### src/rtl/seg_mux_scheduler.sv
// Dual-digit display scheduler: two-key history, dead-time blanked digit slots.
// Optional SEG_LEADING_BLANK_EN keeps the left digit dark until two keys arrive.
module seg_mux_scheduler #(
    parameter int REFRESH_DIV      = 50000,
    parameter int DEADTIME         = 100,
    parameter int ANODE_ACTIVE_LOW = 1
) (
    input  logic       clk,
    input  logic       reset,
    input  logic       valid_key,
    input  logic [3:0] digit,
    output logic [3:0] seg_digit,
    output logic [1:0] anode,
    output logic [3:0] new_digit,
    output logic [3:0] old_digit,
    output logic       frame_done
);

    localparam int MAXLEN = (REFRESH_DIV > DEADTIME) ? REFRESH_DIV : DEADTIME;
    localparam int CW     = $clog2(MAXLEN);

    localparam logic [CW-1:0] SHOW_LAST  = CW'(REFRESH_DIV - 1);
    localparam logic [CW-1:0] BLANK_LAST = CW'(DEADTIME - 1);

    localparam logic [1:0] AN_OFF = (ANODE_ACTIVE_LOW != 0) ? 2'b11 : 2'b00;
    localparam logic [1:0] AN_R   = (ANODE_ACTIVE_LOW != 0) ? 2'b10 : 2'b01;
    localparam logic [1:0] AN_L   = (ANODE_ACTIVE_LOW != 0) ? 2'b01 : 2'b10;

    typedef enum logic [1:0] {
        BLANK_R,
        SHOW_R,
        BLANK_L,
        SHOW_L
    } state_t;

    state_t        r_state;
    state_t        w_state_nxt;
    logic [CW-1:0] r_cnt;
    logic [CW-1:0] w_cnt_nxt;
    logic          w_last;
    logic [1:0]    w_anode_nxt;
    logic          w_frame_nxt;
    logic          w_load_r;
    logic          w_load_l;
    logic          w_left_en;

`ifdef SEG_LEADING_BLANK_EN
    logic [1:0] r_key_cnt;
    logic [1:0] w_key_nxt;

    always_comb begin
        w_key_nxt = r_key_cnt;
        if (valid_key && r_key_cnt != 2'd2) begin
            w_key_nxt = r_key_cnt + 2'd1;
        end
    end

    // Left digit lights only once a genuine previous key exists.
    assign w_left_en = w_key_nxt[1];

    always_ff @(posedge clk) begin
        if (reset) begin
            r_key_cnt <= 2'd0;
        end else begin
            r_key_cnt <= w_key_nxt;
        end
    end
`else
    assign w_left_en = 1'b1;
`endif

    always_comb begin
        w_state_nxt = r_state;
        w_cnt_nxt   = r_cnt + 1'b1;
        w_last      = 1'b0;
        w_load_r    = 1'b0;
        w_load_l    = 1'b0;
        unique case (r_state)
            BLANK_R: begin
                w_last   = (r_cnt == BLANK_LAST);
                w_load_r = w_last;
                if (w_last) w_state_nxt = SHOW_R;
            end
            SHOW_R: begin
                w_last = (r_cnt == SHOW_LAST);
                if (w_last) w_state_nxt = BLANK_L;
            end
            BLANK_L: begin
                w_last   = (r_cnt == BLANK_LAST);
                w_load_l = w_last;
                if (w_last) w_state_nxt = SHOW_L;
            end
            SHOW_L: begin
                w_last = (r_cnt == SHOW_LAST);
                if (w_last) w_state_nxt = BLANK_R;
            end
            default: begin
                w_state_nxt = BLANK_R;
            end
        endcase
        if (w_last) w_cnt_nxt = '0;

        // Outputs are computed from the next state so they align with it.
        w_anode_nxt = AN_OFF;
        w_frame_nxt = 1'b0;
        unique case (w_state_nxt)
            SHOW_R: w_anode_nxt = AN_R;
            SHOW_L: begin
                if (w_left_en) w_anode_nxt = AN_L;
                w_frame_nxt = (w_cnt_nxt == SHOW_LAST);
            end
            default: w_anode_nxt = AN_OFF;
        endcase
    end

    always_ff @(posedge clk) begin
        if (reset) begin
            r_state    <= BLANK_R;
            r_cnt      <= '0;
            new_digit  <= 4'd0;
            old_digit  <= 4'd0;
            seg_digit  <= 4'd0;
            anode      <= AN_OFF;
            frame_done <= 1'b0;
        end else begin
            r_state    <= w_state_nxt;
            r_cnt      <= w_cnt_nxt;
            anode      <= w_anode_nxt;
            frame_done <= w_frame_nxt;
            if (valid_key) begin
                old_digit <= new_digit;
                new_digit <= digit;
            end
            if (w_load_r) seg_digit <= new_digit;
            if (w_load_l) seg_digit <= old_digit;
        end
    end

endmodule

### config.mk
export PLATFORM = sky130hd
export DESIGN_NAME = seg_mux_scheduler
export DESIGN_NICKNAME = d
export VERILOG_FILES = /design/src/rtl/seg_mux_scheduler.sv
export SDC_FILE = /design/constraint.sdc
export NUM_CORES = 1
export LEC_CHECK = 0
export ABC_AREA = 0
export BUFFER_PORTS_ARGS = -buffer_cell sky130_fd_sc_hd__buf_4
export CORE_MARGIN = 2
export CORE_UTILIZATION = 61
export DETAILED_ROUTE_END_ITERATION = 7
export PLACE_DENSITY = 0.82
export SLEW_MARGIN = 15
export SYNTH_ARGS = -nofsm -noshare
export SYNTH_HDL_FRONTEND = slang
export SYNTH_SLANG_ARGS = --single-unit
export TNS_END_PERCENT = 1
### constraint.sdc
create_clock -name clk -period 4.05 [get_ports clk]
set_input_delay 0 -clock clk [delete_from_list [all_inputs] [get_ports clk]]
set_output_delay 0 -clock clk [all_outputs]
set_load 0.01 [all_outputs]
# After elaboration in Yosys (flattened, before gate mapping)
# Index checks and enable logic that the tools add are counted.
[totals]
register_bits = 33
latchBits = 0
ram_bits = 0
romBits = 0
input_bits = 7
n_memories = 0
[op_classes]
n_addsub = 1
n_mul = 0
div_mod_pow = 0
n_lt_le_gt_ge = 0
n_eq_ne = 8
shift = 0
n_mux = 12
bitwise = 1
reduce_logical = 5
[op_table]
columns = ["op", "n"]
rows = [
  ["equality test 16 bit (second input constant)", 2],
  ["adder 16 x 1 -> 16 bit (second input constant)", 1],
  ["equality test 16 x 7 -> 1 bit (second input constant)", 1],
  ["2-to-1 mux 16 bit", 1],
  ["2-to-1 mux 2 bit", 4],
  ["2-to-1 mux 4 bit", 2],
  ["case mux 2 bit (4 select lines)", 1],
  ["equality test 2 bit (second input constant)", 3],
  ["OR reduction 2 bit", 3],
  ["equality test 2 x 1 -> 1 bit (second input constant)", 2],
  ["case mux 2 bit (2 select lines)", 1],
  ["logical NOT 2 bit", 1],
  ["2-to-1 mux 1 bit", 2],
  ["case mux 1 bit (2 select lines)", 1],
  ["nonzero test 2 bit", 1],
  ["inverter 1 bit", 1],
]

# Longest topological paths before layout
[logic_depth]
ltp_word = 6
ltp_mapped = 8
mapped_depth_nobuf = 5

# Worst setup path before layout
# No wires, ideal clock.
[synth_timing]
path_kind = "register to register"
startpoint = "register r_cnt[0]"
endpoint = "register r_cnt[4]"
arrival_ns = 1.669
t_required_ns = 3.927
slack_ns = 2.257
path_stages_with_launch = 9
path_cell_list = "dfxtp_1 > ha_1 > nor4b_1 > and4_1 > buf_6 > and2_4 > buf_8 > buf_12 > nor3_2"
[synth_via]
elab_chain_cells = 3
[synth_lines]
columns = ["item", "line_no", "text"]
rows = [
  ["start, declared", "38", "logic [CW-1:0] r_cnt;"],
  ["start signal, assigned", "127", "r_cnt <= w_cnt_nxt;"],
  ["branches (longest 2 deep; another with adder 16 x 1 -> 16 bit)", "-", ""],
  ["2-to-1 mux 16 bit *", "101", "if (w_last) w_cnt_nxt = '0;"],
]
# Mark *: on every way between the ends.
# A chain may end at the register's enable or synchronous reset.

# Worst setup path after layout
[layout_timing]
startpoint = "register r_cnt[0]"
endpoint = "register anode[1]"
[layout_via]
elab_chain_cells = 5
[layout_lines]
columns = ["item", "line_no", "text"]
rows = [
  ["equality test 16 bit or equality test 16 x 7 -> 1 bit (tied branches)", "-", ""],
  ["2-to-1 mux 2 bit, on equally long branches", "-", ""],
  ["case mux 2 bit (4 select lines) *", "78", "unique case (r_state)"],
  ["equality test 2 bit or equality test 2 x 1 -> 1 bit (tied branches)", "106", "unique case (w_state_nxt)"],
  ["case mux 2 bit (2 select lines) *", "106", ""],
  ["end signal, assigned", "128", "anode <= w_anode_nxt;"],
  ["end, declared", "13", "output logic [1:0] anode,"],
]
# Every way passes the cells marked *; elsewhere a longest branch is shown, timed or not.

==> metrics.md <==
| Metric | Value |
|---|---|
| Vias in the first global route | between 1000 and 1500 |
| Max Clock Skew | 9.34 ps |
| Layout cells sized above 1 | 0.281 |
| Fraction of registers with async set/reset | 0 |
| Crit path time final | about 2000 ps |
| Core outline area | 2540 µm² |
| Initial antenna violation count | 0 |
| RR Endpoint | anode[1] |
| Top-area cell type share of the netlist area | 0.396 |
| Main synth FF type | dfxtp_1 |
| CP startpoint | r_cnt[0] |
| Crit path kind | flop to flop |
| Pwr/cell area | 325 nW/µm² |
| Pleak | 0.751 nW |
| Drc violations | 0 |
| Top-level port count | 22 |
| Synth-to-Final Area Change | 17.8% |
| Netlist cell types | 48 |
| Final hold violations | 0 |
| R2R cell count | 5 |
| Setup Total Neg Slack | 0 ps |
| Final WL | 3500 µm |
| Synth Instances | around 160 |
| Crit path DAT | 2350 ps |
| Post-cts gate resize count | 0 |
| Die Y | between 50 and 60 µm |
| Average footprint of a synthesized cell | 10.3 µm² |
| DR WL met3 | 172 µm |
| Clock latency on the worst-skew pair | approximately 340 ps |
| Routability cong. | 0.860 |
| Post-DRT Antenna Nets | 0 |
| CTS H-tree lvls | 2 |
| CTS hold repair buffers | 9 |
| Vias per cell | 6.08 |
| CP required | 4340 ps |
| Status | finished, final reports clean |
| Max Fclk | 0.486 GHz |
| CTS tree | yes |
| Worst-margin pin slew | 595 ps |
| Synth warn | 0 |
| Synthesized area | 1670 µm² |
| Number of synthesized register bits | 33 |
| Worst-path clk slew | 100 ps |
| Part of the cycle the worst path needs | 0.508 |
| Syn Nets | 170 |
| Root buffer cell | clkbuf_4 |
| RSZ-0062 raised after global routing | false |
| DR top layer | met4 |
| Seq/Total Area, Yosys | 0.396 |
| Placed wire-length estimate | approximately 2400 µm |
| Crit Path Max Fanout | 19 |
| Area after DPL | approximately 1800 µm² |
| Via count | 1349 |
| Startpoint types | flop |
| Area leader, netlist | dfxtp_1 |
| CTS Buf Count | 5 |
| Maximum number of pins on one net before global-route repair | 20 |
| Max Transition Viols Final | 0 |
| Reg-to-Reg Start | r_cnt[0] |
| CP endpoint | anode[1] |
| Initial DRC count | 71 |
| Crit end category | flop |
| Drt wl/cell | 15.8 µm |
| Fin area | around 2000 µm² |
| Final-report setup violation count | 0 |
| First-pass GRT wire length | 6060 µm |
| Post-Route M1 WL | between 1500 and 2000 µm |
| Longest Clk Path Bufs | 2 |
| VDD IR max | 0.347 mV |
| Post-synth EDFFs | 0 |
| Post-CTS Setup Bufs | 0 |
| TritonRoute pass-1 iters | 4 |
| PortBufs | 21 |
| Slew HR | 0.602 |
| GR Overflow Total | 0 |
| R2R setup slack | 1990 ps |
| MaxCap Viol Count | 0 |
| GRT Total Usage | 0.247 |
| Synth area leaders | dfxtp_1 (40%), nor3_2 (6.6%), mux2i_1 (4.8%) |
| Tightest Hold Check Type | input port to flop |
| Initial cell density of the core | 0.655 |
| Die W | 56.3 µm |
| Die footprint | 3170 µm² |
| Nets | between 150 and 200 |
| # rows | 18 |
| Clk sink count | 33 |
| Met2 WL post-DR | approximately 1700 µm |
| Ant. Diodes | 0 |
-- per-stage QoR --
| stage | setup slack (ps) | cells | total power, mW | utilization | hold slack, ps |
|---|---|---|---|---|---|
| after floorplan | 2260 | 162 | 0.367 | - | 69.1 |
| after global routing | 1850 | 222 | 0.661 | 0.772 | 42.8 |
| final | 1990 | 222 | 0.638 | 0.772 | 33.9 |
| after CTS | 2000 | 222 | 0.641 | 0.772 | 30.3 |
| after detailed placement | 2040 | 205 | 0.381 | 0.703 | 243 |
| after global placement | 2110 | 205 | 0.379 | 0.703 | 235 |
-- cell families after synthesis --
| kind of cell | count (synthesis) | share of synthesized area |
|---|---|---|
| fa+ha+maj | 1 | 0.00750 |
| buf+inv | 12 | 0.0533 |
| compound gates | 20 | 0.0878 |
| flops | 33 | 0.396 |
| mux | 12 | 0.0750 |
| simple gates | 73 | 0.323 |
| xor+xnor | 11 | 0.0578 |
-- worst min path at each step --
stage / startpoint / to / slack [ps] / cells after the start
5_1_grt: valid_key / old_digit[0] / 40 / 3
2_1_floorplan: reset / seg_digit[0] / 70 / 1
6_report: valid_key / old_digit[0] / 30 / 3
3_3_place_gp: digit[1] / new_digit[1] / 240 / 3
4_1_cts: valid_key / old_digit[0] / 30 / 3
3_5_place_dp: digit[2] / new_digit[2] / 240 / 3
-- area by class of cell --
class                   count  area, µm²
multi-input cells         117        918
flip-flops and latches     33        661
fillers                   175        581
repair buffers             30        248
clock buffers               7       55.1
well taps                  30       37.5
clock inverters             1       30.0
inverters                   4       15.0
-- sequential cells by signal, summed over array words and instances, names as in the netlist --
signal,cells
anode,2
frame_done,1
new_digit,4
old_digit,4
r_cnt,16
r_state,2
seg_digit,4
-- power by group --
part           switching (mW)  total [mW]  internal (mW)  leakage, nW
clock network           0.109       0.256          0.147       0.0455
logic                  0.0193      0.0436         0.0243        0.438
registers             0.00742       0.338          0.331        0.268
total                   0.136       0.638          0.502        0.751
-- synth_stat cells, types with 3 or more instances --
cell type and n:
a211oi_1 3, a21oi_1 5, xnor2_1 9, o21ai_0 5, nor3_2 11, nand3_1 10
and3_1 5, or3_1 3, nor3_1 5, nand4_1 3, mux2i_1 8, mux2_2 4
nand2_1 4, nor2_1 12, inv_1 4, dfxtp_1 33
-- metal layers --
metal,track usage,vias up
met5,0,-
met4,0.105,0
met3,0.0622,8
met2,0.393,43
met1,0.318,645
li1,-,653
-- worst max-delay path, cell delays in order (launching register included) --
cell	delay, ps
dfxtp_1	460
ha_1	260
and3_1	320
nand4_1	230
o21bai_4	550
or3b_1	190
-- cells in the final DEF, fill, tap and decap left out, drive strengths merged, types with 5 or more instances in the layout --
cell / n
o21ai: 5
nor2: 13
nand3: 11
buf: 21
clkbuf: 7
a21oi: 5
mux2i: 8
dlygate4sd3: 9
dfxtp: 33
nor3: 16
and3: 5
xnor2: 9
Power figures use the tool's default switching activity.
